===== src/rtl/updi_tx_sequencer_pkg.sv =====
// Shared types and frame constants for the UPDI transmit sequencer.
package updi_pkg;

  // Transmit sequencer states, in the order a byte frame walks through them.
  typedef enum logic [3:0] {
    IDLE   = 4'd0,
    POP    = 4'd1,
    LOAD   = 4'd2,
    START  = 4'd3,
    DATA   = 4'd4,
    PARITY = 4'd5,
    STOP   = 4'd6,
    GUARD  = 4'd7,
    BREAK  = 4'd8,
    BRK_HI = 4'd9
  } tx_state_t;

  localparam int UPDI_DATA_BITS = 8;
  localparam int UPDI_STOP_BITS = 2;
  localparam int BRK_HI_BITS    = 2;

  // Running even-parity accumulation: fold one transmitted data bit in.
  function automatic logic parity_step(input logic acc, input logic data_bit);
    return acc ^ data_bit;
  endfunction

endpackage


===== src/rtl/updi_tx_sequencer_baud_tick.sv =====
// Bit-time divider: tick marks the last clk cycle of each CLK_DIV-cycle bit
// time. restart forces the next cycle to be the first cycle of a bit time,
// so every state entry begins a fresh, full-length bit.
module baud_tick #(
  parameter int CLK_DIV = 16
) (
  input  logic clk,
  input  logic rst_n,
  input  logic restart,
  output logic tick
);

  localparam int CW = (CLK_DIV > 2) ? $clog2(CLK_DIV) : 1;
  localparam logic [CW-1:0] LAST = CW'(CLK_DIV - 1);

  logic [CW-1:0] cnt_q;
  logic [CW-1:0] cnt_d;

  // Next divider value: wrap at the end of a bit time or on restart.
  always_comb begin
    cnt_d = cnt_q + 1'b1;
    if (restart || (cnt_q == LAST)) begin
      cnt_d = '0;
    end
  end

  // Divider register.
  always_ff @(posedge clk) begin
    if (!rst_n) begin
      cnt_q <= '0;
    end else begin
      cnt_q <= cnt_d;
    end
  end

  assign tick = (cnt_q == LAST);

endmodule


===== src/rtl/updi_tx_sequencer.sv =====
// UPDI transmit sequencer: pops bytes from the TX FIFO and sends each as a
// 12-bit UART frame (start, 8 data LSB first, even parity, 2 stop), followed
// by optional idle guard bits. Also sends BREAK sequences on request; a
// pending break always wins over queued FIFO data at the next IDLE.
module updi_tx_sequencer
  import updi_pkg::*;
#(
  parameter int CLK_DIV    = 16,
  parameter int GUARD_BITS = 2,
  parameter int BREAK_BITS = 24
) (
  input  logic       clk,
  input  logic       rst_n,
  input  logic       enable,
  input  logic [7:0] fifo_data,
  input  logic       fifo_empty,
  output logic       fifo_rd_en,
  input  logic       break_req,
  output logic       tx,
  output logic       busy,
  output logic       frame_done,
  output logic       break_done
);

  // Bit counter is shared by every multi-bit state; 16 bits covers any
  // practical BREAK length.
  localparam int BCW = 16;
  localparam logic [BCW-1:0] DATA_LAST   = BCW'(UPDI_DATA_BITS - 1);
  localparam logic [BCW-1:0] STOP_LAST   = BCW'(UPDI_STOP_BITS - 1);
  localparam logic [BCW-1:0] BRK_HI_LAST = BCW'(BRK_HI_BITS - 1);
  localparam logic [BCW-1:0] BREAK_LAST  = BCW'((BREAK_BITS > 0) ? BREAK_BITS - 1 : 0);
  localparam logic [BCW-1:0] GUARD_LAST  = BCW'((GUARD_BITS > 0) ? GUARD_BITS - 1 : 0);
  localparam logic           HAS_GUARD   = (GUARD_BITS > 0);

  tx_state_t      state_q, state_d;
  logic [BCW-1:0] bit_cnt_q, bit_cnt_d;
  logic           brk_pend_q, brk_pend_d;
  logic [7:0]     shreg_q, shreg_d;
  logic           par_q, par_d;
  logic           tick;
  logic           restart;

  // Any state change restarts the bit-time divider.
  assign restart = (state_d != state_q);

  baud_tick #(
    .CLK_DIV (CLK_DIV)
  ) u_baud_tick (
    .clk     (clk),
    .rst_n   (rst_n),
    .restart (restart),
    .tick    (tick)
  );

  // Next-state logic, bit counting, shift/parity updates and break latching.
  always_comb begin
    state_d    = state_q;
    bit_cnt_d  = bit_cnt_q;
    shreg_d    = shreg_q;
    par_d      = par_q;
    brk_pend_d = brk_pend_q | break_req;

    unique case (state_q)
      IDLE: begin
        // A break requested this very cycle still outranks FIFO data.
        if (brk_pend_q || break_req) begin
          state_d    = BREAK;
          brk_pend_d = 1'b0;
          bit_cnt_d  = '0;
        end else if (enable && !fifo_empty) begin
          state_d = POP;
        end
      end

      POP: begin
        state_d = LOAD;
      end

      LOAD: begin
        shreg_d   = fifo_data;
        par_d     = 1'b0;
        bit_cnt_d = '0;
        state_d   = START;
      end

      START: begin
        if (tick) begin
          bit_cnt_d = '0;
          state_d   = DATA;
        end
      end

      DATA: begin
        if (tick) begin
          par_d   = parity_step(par_q, shreg_q[0]);
          shreg_d = {1'b0, shreg_q[7:1]};
          if (bit_cnt_q == DATA_LAST) begin
            bit_cnt_d = '0;
            state_d   = PARITY;
          end else begin
            bit_cnt_d = bit_cnt_q + 1'b1;
          end
        end
      end

      PARITY: begin
        if (tick) begin
          bit_cnt_d = '0;
          state_d   = STOP;
        end
      end

      STOP: begin
        if (tick) begin
          if (bit_cnt_q == STOP_LAST) begin
            bit_cnt_d = '0;
            state_d   = HAS_GUARD ? GUARD : IDLE;
          end else begin
            bit_cnt_d = bit_cnt_q + 1'b1;
          end
        end
      end

      GUARD: begin
        if (tick) begin
          if (bit_cnt_q == GUARD_LAST) begin
            bit_cnt_d = '0;
            state_d   = IDLE;
          end else begin
            bit_cnt_d = bit_cnt_q + 1'b1;
          end
        end
      end

      BREAK: begin
        if (tick) begin
          if (bit_cnt_q == BREAK_LAST) begin
            bit_cnt_d = '0;
            state_d   = BRK_HI;
          end else begin
            bit_cnt_d = bit_cnt_q + 1'b1;
          end
        end
      end

      BRK_HI: begin
        if (tick) begin
          if (bit_cnt_q == BRK_HI_LAST) begin
            bit_cnt_d = '0;
            state_d   = IDLE;
          end else begin
            bit_cnt_d = bit_cnt_q + 1'b1;
          end
        end
      end

      default: begin
        state_d   = IDLE;
        bit_cnt_d = '0;
      end
    endcase
  end

  // Outputs decoded purely from registered state, counters and shifter.
  always_comb begin
    tx         = 1'b1;
    fifo_rd_en = 1'b0;
    busy       = (state_q != IDLE);
    frame_done = 1'b0;
    break_done = 1'b0;

    unique case (state_q)
      POP:     fifo_rd_en = 1'b1;
      START:   tx = 1'b0;
      DATA:    tx = shreg_q[0];
      PARITY:  tx = par_q;
      STOP:    frame_done = tick && (bit_cnt_q == STOP_LAST);
      BREAK:   tx = 1'b0;
      BRK_HI:  break_done = tick && (bit_cnt_q == BRK_HI_LAST);
      default: tx = 1'b1;
    endcase
  end

  // Control registers: state, bit counter, pending break.
  always_ff @(posedge clk) begin
    if (!rst_n) begin
      state_q    <= IDLE;
      bit_cnt_q  <= '0;
      brk_pend_q <= 1'b0;
    end else begin
      state_q    <= state_d;
      bit_cnt_q  <= bit_cnt_d;
      brk_pend_q <= brk_pend_d;
    end
  end

  // Datapath registers: only read after LOAD has written them, so no reset.
  always_ff @(posedge clk) begin
    shreg_q <= shreg_d;
    par_q   <= par_d;
  end

endmodule


===== config.mk =====
export PLATFORM = sky130hd
export DESIGN_NAME = updi_tx_sequencer
export DESIGN_NICKNAME = d
export VERILOG_FILES = /design/src/rtl/updi_tx_sequencer_pkg.sv /design/src/rtl/updi_tx_sequencer_baud_tick.sv /design/src/rtl/updi_tx_sequencer.sv
export SDC_FILE = /design/constraint.sdc
export NUM_CORES = 1
export LEC_CHECK = 0
export BUFFER_PORTS_ARGS = -buffer_cell sky130_fd_sc_hd__buf_2
export CORE_MARGIN = 1
export CORE_UTILIZATION = 55
export DETAILED_ROUTE_END_ITERATION = 8
export MAX_ROUTING_LAYER = met4
export PLACE_DENSITY = 0.74
export SYNTH_ARGS = -nofsm -noshare
export SYNTH_HDL_FRONTEND = slang
export SYNTH_SLANG_ARGS = --single-unit

===== constraint.sdc =====
create_clock -name clk -period 3.6 [get_ports clk]
set_clock_uncertainty 0.15 [all_clocks]
set_input_delay 0.54 -clock clk [delete_from_list [all_inputs] [get_ports clk]]
set_output_delay 0.54 -clock clk [all_outputs]
set_load 0.01 [all_outputs]

Word level (Yosys, flattened, before mapping). Cells that the tools add are included.

Register bits after elaboration: 34. Input bits: 13. Word-level logic and storage cells: 78.

Add/subtract/negate cells: 2. Equality and inequality tests: 19. Multiplexer cells: 32. Bitwise operators: 4. Reduce and logical (&&, ||, !) cells: 15.

Operators with widths (count): 2-to-1 mux 16 bit (8); one-hot mux 16 bit (6 select lines) (1); 2-to-1 mux 4 bit (12); one-hot mux 4 bit (9 select lines) (1); adder 16 x 1 -> 16 bit, second input constant (1); equality test 16 x 1 -> 1 bit, second input constant (1); equality test 16 x 3 -> 1 bit, second input constant (1); equality test 16 x 5 -> 1 bit, second input constant (1); equality test 4 x 3 -> 1 bit, second input constant (4); one-hot mux 8 bit (2 select lines) (1); equality test 4 bit, second input constant (3); equality test 4 x 2 -> 1 bit, second input constant (2); 2-to-1 mux 8 bit (1); OR reduction 2 bit (4); 2-to-1 mux 1 bit (6); != test 2 bit, second input constant (3); AND reduction 6 bit (1); adder 4 x 1 -> 4 bit, second input constant (1); equality test 4 x 1 -> 1 bit, second input constant (1); zero test 4 bit (1); != test 2 x 1 -> 1 bit, second input constant (2); != test 4 bit (1); nonzero test 4 bit (1); one-hot mux 1 bit (3 select lines) (1); 10 further kinds (13).

Depth between registers and ports, before layout. Gate-level depths: netlist of run 1.

Word-level depth: 8. Gate-level depth with buffers: 8.

Cells and area by module. From an unflattened synthesis of run 1, not the netlist that was laid out.

Cells, all modules: 229. Area total of the unflattened synthesis: 2037.0 µm².

Modules (own cells, without submodules): updi_tx_sequencer (times used 1, cells an instance 214, area each 1874.3 µm²); baud_tick (times used 1, cells an instance 15, area each 162.7 µm²).

Worst setup path before layout of run 1. Ideal clock, no wire load.

Path kind: flip-flop to output port. From: register bit_cnt_q[8]. To: output port break_done. Arrival time: 1.819 ns. Required time: 2.910 ns. Slack: 1.091 ns. Cell stages (with the launch flop): 5. Path buffers: 1. Cells stage by stage: dfxtp_1 or4_4 or4_1 buf_2 nor3_1.

Longest elaborated chain between the ends: 3.

Ends and longest elaborated chain: start, declared (line updi_tx_sequencer.sv:36) `logic [BCW-1:0] bit_cnt_q, bit_cnt_d;`; start signal, assigned (line updi_tx_sequencer.sv:192) `bit_cnt_q <= bit_cnt_d;`; equality test 16 x 1 -> 1 bit (line updi_tx_sequencer.sv:179) `BRK_HI: break_done = tick && (bit_cnt_q == BRK_HI_LAST);`; logical AND 1 bit (line updi_tx_sequencer.sv:179); 2-to-1 mux 1 bit (line updi_tx_sequencer.sv:172) `unique case (state_q)`; end, declared (line updi_tx_sequencer.sv:22) `output logic break_done`.

No other way between the ends.

Worst setup path in the final report of run 1.
From: register bit_cnt_q[9]. To: output port break_done.

The elaborated chain is that of the path after synthesis.

==> results of run 1 <==
[final timing paths]
check | cells after the start | end | slack (ns)
min reg2reg | 2 | bit_cnt_q[15]$_SDFFE_PN0P_ | 0.35
max | 4 | break_done | 0.65
max reg2reg | 6 | bit_cnt_q[15]$_SDFFE_PN0P_ | 0.89
min | 2 | bit_cnt_q[15]$_SDFFE_PN0P_ | 0.35
[critical path, stage by stage, from the launching register on]
cell and delay, ns:
dfxtp_1 0.37, or4_4 0.56, or4_1 0.67, nor3_1 0.22, buf_2 0.16
[flip-flops by register name, indices dropped and copies added (netlist names)]
signal and cells:
shreg_q 8, state_q 4, u_baud_tick.cnt_q 4, brk_pend_q 1
bit_cnt_q 16, par_q 1
[logic make-up after synthesis]
group                      count (synthesis)  synth area share
AOI/OAI and AO/OA                         57             0.192
xor gates and xnor gates                  10            0.0426
adders and majority gates                  3            0.0183
buffers and inverters                     18            0.0353
DFF                                       34             0.375
muxes                                      7            0.0383
and+or+nand+nor                          102             0.299
[routing by layer]
metal,vias up,GRT usage,share of wire,wire length (um)
met2,72,0.380,0.43,1940
met5,-,-,0,0
met4,0,0.0959,0.015,65
li1,920,-,-,-
met3,6,0.0761,0.089,399
met1,853,0.359,0.46,2060
[synthesized netlist by cell type, types with 4 or more instances]
master     number  share of area
nor3_1          5          0.012
o211ai_1        5          0.018
xor2_1          7          0.030
nor4_1          8          0.024
o2111ai_1       6          0.026
dfxtp_1        25           0.24
a21oi_1        15          0.036
or4_1           4          0.015
mux2_2          7          0.038
nand3_1        11          0.027
inv_1           4         0.0073
nand4_1         5          0.015
nand2_1        15          0.027
buf_2           4         0.0097
and3_1          4          0.012
clkbuf_1        8          0.015
nor2b_1         6          0.018
o21ai_0         9          0.022
nor2_1         15          0.027
edfxtp_1        9           0.13
[placed cells by master (no fill, tap or decap), types with 6 or more instances in the layout]
master / count
nor2b_1: 6
nand2_1: 15
nand3_1: 11
o21ai_0: 9
edfxtp_1: 9
dfxtp_1: 25
nor2_1: 15
o2111ai_1: 6
buf_2: 17
a21oi_1: 15
xor2_1: 7
mux2_2: 7
nor4_1: 8
[layout make-up]
cell class	count	share of cell area
multi-input combinational	179	0.537
inverter	4	0.00664
tap	46	0.0255
timing repair buffer	22	0.0542
clock inverter	2	0.00387
sequential	34	0.341
clock buffer	6	0.0321
[power by group through the flow]
stage / combinational, mW / clock (mW) / sequential (mW)
final: 0.145 / 0.270 / 0.422
after global routing: 0.163 / 0.297 / 0.424
after CTS: 0.143 / 0.277 / 0.422
after detailed placement: 0.143 / 0 / 0.430
after global placement: 0.141 / 0 / 0.430
after floorplan: 0.110 / 0 / 0.425
[stage by stage]
stage	area [um^2]	worst slack, ns
floorplan	2060	1.09
global placement	2180	0.976
detailed placement	2180	0.920
CTS	2260	0.662
global route	2260	0.515
finish	2260	0.649
==> metrics, run 1 <==
Final Setup Violations=0; Synth Register Bits=34; global-route usage over all layers=0.268; share of cells above drive strength 1=0.190; register area=771 um^2; Rows=21; Tmin final=2.95 ns; 1st-iter DRT viols=129; Hold Path Origin=bit_cnt_q[15]$_SDFFE_PN0P_; GRT Residual Overflow=0; Hold WC Path Type=register to register; CP startpoint=bit_cnt_q[9]$_SDFFE_PN0P_; antenna cells=0; Worst Hold Margin=about 0.35 ns; post-synthesis sequential area ratio=0.375; Total Wirelength=roughly 4500 um; YS warnings=0; CP startpoint kind=register; Sw Pwr=~240 uW; Clock Power Share=0.323; asr flop ratio synth=0; Int Pwr=597 uW; TritonCTS clock tree=built; Post-Syn Instances=roughly 230; Sequential Power Share=0.504; Power per Cell Area=about 370 mW/mm^2; DRC=0; CTS root buf=clkbuf_8; gpl congestion=approximately 0.84; routed vias=1851; Slew @ Worst Pin=approximately 0.62 ns; leakage=0.784 nW; # nets final=about 260; Synth-to-Final Area Change=9.91%; setup TNS=0 ns; area of the multi-input gates=~0.0012 mm^2; Initial Utilization=0.593; Sink Count=34; fillers=between 300 and 400; Worst setup EP type=primary output; EDFF count, synth=9; CTS resizes=0; crit-path max FO=6; status=complete, no violations; Finished Core Util=0.652; first-pass GRT wire length=roughly 8000 um; largest net degree at the start of global routing=26; Hold Vio Cnt, Final=0; Comb pwr share=0.173; hpwl dp=roughly 3100 um; period utilization=0.820; Reg clk slew, reported paths=around 0.07 ns; syn nets=247; Antenna Nets Post-Route=0; I/O Pins=18; reg2reg start=u_baud_tick.cnt_q[0]$_SDFF_PP0_; CTS buffer count=5; core area=~0.0035 mm^2; Max Slew Vio Count=0; htree depth=2; VDD IR max=247 uV; DR pass1 iterations=4; port buffer count=17; DIE HEIGHT=around 63 um; vias in the first global route=between 1500 and 2000; WP data required=around 2.9 ns; Switching Fraction=0.287; FMAX=between 0.3 and 0.4 GHz; clock latency on the worst-skew pair=0.29 ns; Worst EP arrival=2.26 ns; hold_buf cts=0; # Max-Cap Violations=0; distinct cell type count of the synthesized netlist=56; Die W=between 60 and 70 um; dpl cells=285; WS Path Type=register to primary output; Die ar.=about 0.004 mm^2; Final Power=roughly 840 uW; Clock Path Buffers=2; RSZ-0062 raised after global routing=false; wire length per cell=15.2 um; Post-Syn Area=just over 0.002 mm^2; Post-CTS Setup Repair Bufs=0; Final Non-Filler Cells=293; antenna violations before repair=0; Synth Flop Type=dfxtp_1; synthesized area per cell=slightly below 9 um^2; Slew headroom=0.585; via/cell ratio=between 6 and 7
No activity file was read; power rests on OpenSTA's default activity.
==> run 2: changes to the inputs <==
ABC_AREA = 1   (was unset)
CORE_UTILIZATION = 54   (was 55)
PLACE_DENSITY = 0.76   (was 0.74)
clock period = 2.45 ns   (was 3.6 ns; I/O delays follow)
==> run 2 against run 1 <==
Compared with the run above: die area rose by 5.6%; critical path type unchanged; cell count rose by 38%; hold slack got worse by 0.16 ns; total power rose by 89%; sequential cell count did not move; global-route usage rose by 0.24 points; register-to-register slack got worse by 0.53 ns; combinational power rose by 120%; synthesized area rose by 3.8%; largest power group unchanged.
==> metrics, run 2 <==
area of the multi-input gates=0.00116 mm^2 (-4.3%); Synth-to-Final Area Change=12.7%; Total Wirelength=4990 um (+12%); Slew @ Worst Pin=0.434 ns (-0.188 ns); Slew headroom=0.710 (+0.125); count leader, synth=nand2_1; Finished Core Util=0.647 (-0.00440); Post-Syn Area=0.00214 mm^2 (+3.8%); CTS root buf=clkbuf_8; status=complete, no violations; hold_buf cts=0 (unchanged); Worst EP arrival=1.70 ns (-0.56 ns); Reg clk slew, reported paths=0.08 ns (about the same); max incr delay on CP=0.37 ns (-0.30 ns); Hold WC Path Type=input pin to register; gpl congestion=0.977 (+16%); Post-CTS Setup Repair Bufs=0 (unchanged); Area contributors post-synth=dfxtp_1 23%, nand2_1 18%, edfxtp_1 13%; largest net degree at the start of global routing=16 (-38%); post-synth top area share=0.234 (-0.00898); first-pass GRT wire length=8540 um (+6.3%); leakage=1.05 nW (+34%); Max Slew Vio Count=0 (unchanged); hpwl dp=3750 um (+21%); syn nets=349 (+41%); TritonCTS clock tree=built; Hold Vio Cnt, Final=0 (unchanged); YS warnings=0 (unchanged); CP startpoint kind=register; max FFs per register=16 (unchanged); setup TNS=0 ns (unchanged); Critical Path Most Common Cell=nor2_1; Rows=22 (+4.8%); clock latency on the worst-skew pair=0.29 ns (about the same); Final Setup Violations=0 (unchanged); CP top delay family=simple AND/OR/NAND/NOR gates; Final Worst Setup Slack=0.231 ns (-0.418 ns); DP Worst Slack=0.432 ns (-0.488 ns); synth cell count leaders=101 x nand2_1, 54 x nor2_1, 42 x inv_1; distinct cell type count of the synthesized netlist=30 (-46%); routed vias=2131 (+15%); htree depth=2 (unchanged); DIE HEIGHT=64.9 um (+2.7%); DR pass1 iterations=4 (unchanged); largest register by flop count=bit_cnt_q; port buffer count=17 (unchanged); wire length per cell=12.4 um (-19%); # nets final=371 (+42%); DRC=0 (unchanged); synthesized area per cell=6.41 um^2 (-28%); most frequent cells in the layout=101 x nand2_1, 54 x nor2_1, 42 x inv_1; I/O Pins=18 (unchanged); FMAX=0.451 GHz; via/cell ratio=5.27 (-17%); Post-Syn Instances=333 (+44%); slowest library cell on the worst path=dfxtp_1; RSZ-0062 raised after global routing=false; CTS buffer count=5 (unchanged); Power per Cell Area=659 mW/mm^2 (+78%); crit-path max FO=6 (unchanged); CTS resizes=0 (unchanged); dpl cells=396 (+39%); Die ar.=0.00421 mm^2 (+5.6%); CP cell instances=nor2_1 > nand2_1 > nor2_1 > nand3_1 > nor2_1 > buf_2; Tmin final=approximately 2.2 ns; post-synthesis sequential area ratio=0.361 (-0.0138); share of cells above drive strength 1=0.115 (-0.0751); Synth Flop Type=dfxtp_1; global-route usage over all layers=0.270 (+0.00243); WP data required=1.93 ns (-0.98 ns); antenna violations before repair=0 (unchanged); Bufs and invs on worst path=1 (unchanged); Antenna Nets Post-Route=0 (unchanged); most common cell after layout, fill and taps aside=nand2_1; flop-to-flop setup slack=0.36 ns (-0.53 ns); vias in the first global route=1921 (+14%); 1st-iter DRT viols=174 (+35%); fillers=354 (+15%); WS Path Type=register to primary output; Sink Count=34 (unchanged); area leader, netlist=dfxtp_1; Worst setup EP type=primary output; antenna cells=0 (unchanged); Final Non-Filler Cells=404 (+38%); Initial Utilization=0.575 (-0.0183); register area=771 um^2 (unchanged); GRT Residual Overflow=0 (unchanged); # Max-Cap Violations=0 (unchanged); top flop regs=bit_cnt_q: 16 flops, shreg_q: 8 flops; EDFF count, synth=9 (unchanged); Die W=64.9 um (+2.7%); Synth Register Bits=34 (unchanged); core area=0.00372 mm^2 (+7.1%); VDD IR max=409 uV (+66%); asr flop ratio synth=0 (unchanged); period utilization=0.906; Clock Path Buffers=2 (unchanged)
-- run 2: worst paths after layout --
| check | start | endpoint | cells past startpoint |
|---|---|---|---|
| worst max-delay path | bit_cnt_q[12]$_SDFFE_PN0P_ | break_done | 6 |
| worst max register to register | state_q[0]$_SDFF_PN0_ | bit_cnt_q[0]$_SDFFE_PN0P_ | 12 |
| worst min register to register | u_baud_tick.cnt_q[0]$_SDFF_PP0_ | u_baud_tick.cnt_q[0]$_SDFF_PP0_ | 1 |
| worst min-delay path | fifo_data[3] | shreg_q[3]$_DFFE_PP_ | 3 |
-- run 2: tightest hold or removal path, stage by stage --
cell	delay [ns]
buf_2	0.07
nand2_1	0.04
nand2_1	0.04
-- run 2: cell families (layout without fill, tap and decap cells) --
logic type | after synthesis | count (layout) | synth area share
AND/OR/NAND/NOR | 207 | 207 | 0.414
buffers and inverters | 50 | 73 | 0.0955
XOR/XNOR | 6 | 6 | 0.0246
AO/OA/AOI/OAI | 33 | 33 | 0.0879
adder cells (fa/ha/maj) | 3 | 3 | 0.0176
flip-flops | 34 | 34 | 0.361
-- run 2: layout make-up --
cell class                      instances  area share
Multi-Input combinational cell        249       0.483
Sequential cell                        34       0.320
Inverter                               45      0.0702
Timing Repair Buffer                   20      0.0447
Clock buffer                            5      0.0286
Clock inverter                          3      0.0286
Tap cell                               48      0.0250
-- run 2: layer usage --
layer  global-route usage  vias up  routed length [um]
li1                     -     1106                   -
met1                0.343      949                2370
met2                0.422       66                2230
met3               0.0528       10                 288
met4                0.103        0                  99
met5                    -        -                   0
-- run 2: power by group --
group          switching (mW)  internal, mW
clock network           0.215         0.408
logic                   0.221         0.103
registers              0.0314         0.608
total                   0.468          1.12
-- run 2: through the flow --
| stage | hold WS, ns | power (mW) | instance area (um^2) |
|---|---|---|---|
| 6_report | 0.185 | 1.59 | 2410 |
| 4_1_cts | 0.183 | 1.59 | 2410 |
| 2_1_floorplan | 0.268 | 0.904 | 2140 |
| 5_1_grt | 0.182 | 1.67 | 2410 |
| 3_5_place_dp | 0.292 | 0.969 | 2270 |
| 3_3_place_gp | 0.280 | 0.967 | 2270 |
